## src/rtl/fmul_rr_arbiter.sv

```systemverilog
// fmul_rr_arbiter: shares one combinational FP32 multiplier between NUM_REQ
// requesters using a round-robin grant and a registered one-entry response.
//
// Ports:
//   clk, rst_n  - clock (rising edge) and asynchronous active-low reset
//   req_valid   - per-requester request valid
//   req_ready   - per-requester grant, one-hot or zero, combinational
//   req_a/req_b - packed operands, requester i at [i*WIDTH +: WIDTH]
//   rsp_valid   - response valid, held until rsp_ready
//   rsp_ready   - response consumer ready
//   rsp_result  - product of the granted operands
//   rsp_id      - index of the requester that owns rsp_result
//   busy        - high whenever the arbiter is not idle
//
// multiply_32 is the shared truncating FP32 multiplier: sign xor, biased
// exponent sum, 24x24 mantissa product normalised by one bit, no rounding
// and no special cases other than a zero operand giving +0.

module multiply_32 (
  input  logic [31:0] a_i,
  input  logic [31:0] b_i,
  output logic [31:0] p_o
);

  logic [47:0] prod;
  logic [9:0]  expSum;
  logic        unusedBits;

  always_comb begin
    prod   = 48'({1'b1, a_i[22:0]}) * 48'({1'b1, b_i[22:0]});
    // A product of two [1,2) mantissas lies in [1,4); bit 47 set means
    // the result needs one right shift and an exponent increment.
    expSum = 10'(a_i[30:23]) + 10'(b_i[30:23]) - 10'd127 + 10'(prod[47]);
    p_o    = {a_i[31] ^ b_i[31], expSum[7:0],
              prod[47] ? prod[46:24] : prod[45:23]};
    if ((a_i[30:0] == 31'd0) || (b_i[30:0] == 31'd0)) begin
      p_o = 32'd0;
    end
  end

  // Truncated product bits and exponent overflow bits are dropped on purpose.
  assign unusedBits = ^{prod[22:0], expSum[9:8]};

endmodule

module fmul_rr_arbiter #(
  parameter int WIDTH   = 32,
  parameter int NUM_REQ = 4,
  parameter int ID_W    = 2
) (
  input  logic                     clk,
  input  logic                     rst_n,
  input  logic [NUM_REQ-1:0]       req_valid,
  output logic [NUM_REQ-1:0]       req_ready,
  input  logic [NUM_REQ*WIDTH-1:0] req_a,
  input  logic [NUM_REQ*WIDTH-1:0] req_b,
  output logic                     rsp_valid,
  input  logic                     rsp_ready,
  output logic [WIDTH-1:0]         rsp_result,
  output logic [ID_W-1:0]          rsp_id,
  output logic                     busy
);

  typedef enum logic [1:0] {IDLE, BUSY, DONE} state_e;

  state_e          state_q;
  logic [ID_W-1:0] rrPtr_q, rrPtr_d;
  logic [ID_W-1:0] opId_q, rspId_q;
  logic [WIDTH-1:0] opA_q, opB_q, rspResult_q, mulResult;
  logic            rspValid_q;

  logic            anyValid, grant;
  logic [ID_W-1:0] winner, searchIdx;
  logic [ID_W:0]   searchSum;
  logic [WIDTH-1:0] winA, winB;

  multiply_32 uMul (
    .a_i (opA_q),
    .b_i (opB_q),
    .p_o (mulResult)
  );

  // Round-robin search: first valid requester at or above rrPtr_q, wrapping.
  always_comb begin
    anyValid  = 1'b0;
    winner    = '0;
    searchSum = '0;
    searchIdx = '0;
    for (int k = 0; k < NUM_REQ; k++) begin
      searchSum = {1'b0, rrPtr_q} + (ID_W+1)'(k);
      if (searchSum >= (ID_W+1)'(NUM_REQ)) begin
        searchSum = searchSum - (ID_W+1)'(NUM_REQ);
      end
      searchIdx = searchSum[ID_W-1:0];
      if (!anyValid && req_valid[searchIdx]) begin
        anyValid = 1'b1;
        winner   = searchIdx;
      end
    end
  end

  always_comb begin
    winA = '0;
    winB = '0;
    for (int i = 0; i < NUM_REQ; i++) begin
      if (ID_W'(i) == winner) begin
        winA = req_a[i*WIDTH +: WIDTH];
        winB = req_b[i*WIDTH +: WIDTH];
      end
    end
  end

  // A grant is only possible when the response slot is empty or draining;
  // rst_n gating keeps req_ready low for the whole reset period.
  assign grant     = rst_n && anyValid &&
                     ((state_q == IDLE) || ((state_q == DONE) && rsp_ready));
  assign req_ready = grant ? (NUM_REQ'(1) << winner) : '0;
  assign rrPtr_d   = (winner == ID_W'(NUM_REQ-1)) ? '0 : winner + ID_W'(1);

  always_ff @(posedge clk or negedge rst_n) begin
    if (!rst_n) begin
      state_q     <= IDLE;
      rrPtr_q     <= '0;
      opA_q       <= '0;
      opB_q       <= '0;
      opId_q      <= '0;
      rspValid_q  <= 1'b0;
      rspResult_q <= '0;
      rspId_q     <= '0;
    end else begin
      if (grant) begin
        opA_q   <= winA;
        opB_q   <= winB;
        opId_q  <= winner;
        rrPtr_q <= rrPtr_d;
      end
      case (state_q)
        IDLE: begin
          if (grant) state_q <= BUSY;
        end
        BUSY: begin
          rspResult_q <= mulResult;
          rspId_q     <= opId_q;
          rspValid_q  <= 1'b1;
          state_q     <= DONE;
        end
        DONE: begin
          if (rsp_ready) begin
            rspValid_q <= 1'b0;
            state_q    <= grant ? BUSY : IDLE;
          end
        end
        default: state_q <= IDLE;
      endcase
    end
  end

  assign rsp_valid  = rspValid_q;
  assign rsp_result = rspResult_q;
  assign rsp_id     = rspId_q;
  assign busy       = (state_q != IDLE);

endmodule
```

## config.mk

```make
export PLATFORM = sky130hd
export DESIGN_NAME = fmul_rr_arbiter
export DESIGN_NICKNAME = d
export VERILOG_FILES = /design/src/rtl/fmul_rr_arbiter.sv
export SDC_FILE = /design/constraint.sdc
export NUM_CORES = 2
export LEC_CHECK = 0
export BUFFER_PORTS_ARGS = -buffer_cell sky130_fd_sc_hd__clkbuf_2
export CORE_ASPECT_RATIO = 1.75
export CORE_UTILIZATION = 25
export CTS_CLUSTER_DIAMETER = 150
export DETAILED_ROUTE_END_ITERATION = 8
export GPL_TIMING_DRIVEN = 0
export HOLD_SLACK_MARGIN = 0.06
export SLEW_MARGIN = 20
export SYNTH_ARGS = -nofsm -noshare
export SYNTH_HDL_FRONTEND = slang
export SYNTH_HIERARCHICAL = 1
export SYNTH_SLANG_ARGS = --single-unit
export TNS_END_PERCENT = 50
```

## constraint.sdc

```tcl
create_clock -name clk -period 14.9 [get_ports clk]
set_input_delay 0.745 -clock clk [delete_from_list [all_inputs] [get_ports clk]]
set_output_delay 0.745 -clock clk [all_outputs]
set_load 0.01 [all_outputs]
```

==> flow_summary.json <==
{
  "cpMostUsedCell": "fa_1",
  "rsz0062_at_grt": "no",
  "grt.overflow.total": 0,
  "drive_gt1_share_pct": 12.18,
  "min-delay-path-class": "primary input to async pin",
  "dpl_cell_area_um2": 28600,
  "grt_max_degree": 56,
  "clockBufferDepth": 2,
  "synthesis.area_um2": 25370,
  "yosysWarnings": 6,
  "finalHoldViolCount": 0,
  "root_buffer": "clkbuf_16",
  "async_reset_ff_share_pct": 100.0,
  "fin_crit_ns": 11.06,
  "dp_hpwl_mm": 94.91,
  "clkLatencyLatePin_ns": 0.43,
  "grt_pass1_wl_mm": 163.6,
  "end_kind": "flip-flop",
  "dr_total_vias": 22610,
  "max_freq_mhz": 90.41,
  "clock-sinks": 105,
  "tns_ns": 0,
  "drv_slew": 0,
  "synth_nets": 3822,
  "crit_arrival_ns": 11.37,
  "ys_dominant_reg_cell": "dfrtp_1",
  "die_y_um": 423.4,
  "cts_buffers": 9,
  "synthTopCellsByCount": "inv_1, fa_1, nand2_1, and2_1, ha_1",
  "clk_pin_slew_ns": 0.09,
  "ctsResizeCount": 0,
  "yosysSeqAreaShare_pct": 10.36,
  "crit_slowest_cell": "o211ai_1",
  "vias_per_cell": 4.981,
  "tritoncts": "done",
  "synth_most_common_cell": "inv_1",
  "synth.area.top_cells": "fa_1, dfrtp_1, inv_1",
  "synth_top_area_cell": "fa_1",
  "drt_iter0_drc": 1523,
  "io-pin-count": 303,
  "design_area_um2": 28910,
  "crit_path_max_incr_delay_ns": 0.82,
  "core.rowCount": 154,
  "routed_wl_mm": 112.0,
  "critPathMaxFanout": 10,
  "required_ns": 15.21,
  "wl_per_cell_um": 24.67,
  "dieArea_um2": 102800,
  "period_share_pct": 74.23,
  "path_class": "flip-flop to flip-flop",
  "setup_viol": 0,
  "gp_congestion": 1.006,
  "start_util_pct": 25.23,
  "htree_levels": 3,
  "worst_slew_pin_slew_ns": 1.082,
  "drt.antenna.violating_nets": 0,
  "core_um2": 100600,
  "firstDrtPassIters": 5,
  "synth_top_area_share_pct": 38.03,
  "outcome": "completed",
  "ctsHoldBuffers": 0,
  "maxCapViolCount": 0,
  "r2r_setup_slack_ns": 3.84,
  "antenna_found_initial": 7,
  "syn_inst": 2891,
  "ys_types": 62,
  "area_growth_syn_to_layout_pct": 13.96,
  "die_w_um": 242.8,
  "drc": 0,
  "grt_pass1_vias": 24630,
  "slew_headroom_pct": 27.84,
  "syn_avg_cell_area_um2": 8.776,
  "skew_ns": 0.02407,
  "port_buffers": 302,
  "nets": 4137,
  "synth-seq-cells": 105,
  "cts_setup_buffers": 0,
  "synth_edf_count": 0,
  "cp-start-kind": "flip-flop",
  "grt_usage_pct": 22.14
}
[logic make-up (layout without fill, tap and decap cells)]
kind of cell | after synthesis | count (layout) | share of synthesized area (%)
flops | 105 | 105 | 10.36
xor+xnor | 34 | 34 | 1.203
mux | 56 | 56 | 2.402
compound gates | 394 | 394 | 10.43
other cells | 0 | 3 | 0
fa+ha+maj | 668 | 668 | 47.20
simple gates | 816 | 816 | 15.88
buf+inv | 818 | 1138 | 12.53
[area by class of cell]
cell class                      count  area [µm²]
Antenna cell                        3       7.507
Buffer                            180       783.3
Clock buffer                       10       239.0
Clock inverter                      6       67.56
Fill cell                       10900       71670
Inverter                          638        2395
Multi-Input combinational cell   1968       19570
Sequential cell                   105        2628
Tap cell                         1326        1659
Timing Repair Buffer              304        1563
[worst paths after layout]
path,endpoint,start,depth (start not counted)
worst max register to register,rsp_result[29],opA_q[8],33
worst min-delay path,opA_q[28],rst_n,1
worst min register to register,rsp_result[16],rsp_result[16],1
max in group asynchronous,rsp_result[12],rst_n,2
worst max-delay path,rsp_result[29],opA_q[8],33
min in group clk,rsp_result[16],rsp_result[16],1
[through the flow]
step | worst slack, ns | utilization, % | hold WS (ns) | instances
after global placement | 4.031 | 28.38 | 0.4920 | 4519
after CTS | 4.022 | 28.74 | 0.2971 | 4537
after global routing | 3.547 | 28.75 | 0.3323 | 4540
after detailed placement | 4.059 | 28.43 | 0.4962 | 4521
final | 3.839 | 28.75 | 0.2961 | 4540
after floorplan | 6.595 | - | 0.4494 | 2891
[worst max-delay path: cells and delay by family, from the launching register on]
kind / cells / cell delay, ns
compound gates: 7 / 2.18
fa+ha+maj: 10 / 4.34
xor+xnor: 3 / 0.48
mux: 1 / 0.28
buf+inv: 7 / 1.82
flops: 1 / 0.48
simple gates: 5 / 1.35
[metal layers]
layer / up-vias / wire length, µm / global-route usage (%)
li1: 9646 / - / -
met1: 11590 / 36770 / 21.79
met2: 996 / 58700 / 40.69
met3: 379 / 6781 / 4.082
met4: 2 / 9732 / 17.03
met5: - / 13 / 0
[state kept, by name (all words and copies together), names as in the netlist]
register / cells
opA_q: 32
rsp_id: 2
state_q: 2
opB_q: 32
opId_q: 2
rsp_valid: 1
rsp_result: 32
rrPtr_q: 2
[cell usage in the layout (no fill, tap or decap), types with 4 or more instances in the layout]
cell	synthesis	routed
a211oi_1	4	4
nand3b_1	64	64
a21oi_1	108	108
nand4_1	13	13
xnor2_1	24	24
o21ai_1	5	5
dfrtp_1	105	105
xor2_1	9	9
clkbuf_16	0	9
nor3_1	6	6
ha_1	186	186
and2_1	221	221
mux2i_1	20	20
nor2_1	83	83
o21bai_1	8	8
buf_2	14	14
buf_6	11	11
a221o_1	64	64
a21boi_0	4	4
nand2_1	378	378
nor4_1	18	18
a31oi_1	135	135
clkbuf_1	146	146
nand3_1	12	12
o21ai_0	20	20
mux2_2	35	35
clkbuf_2	0	301
fa_1	482	482
buf_1	7	7
inv_1	636	636
a21o_1	20	20
Power is left out: the tool's default activity adds up to more than one toggle a clock period on the data nets, which glitch-free logic cannot reach.
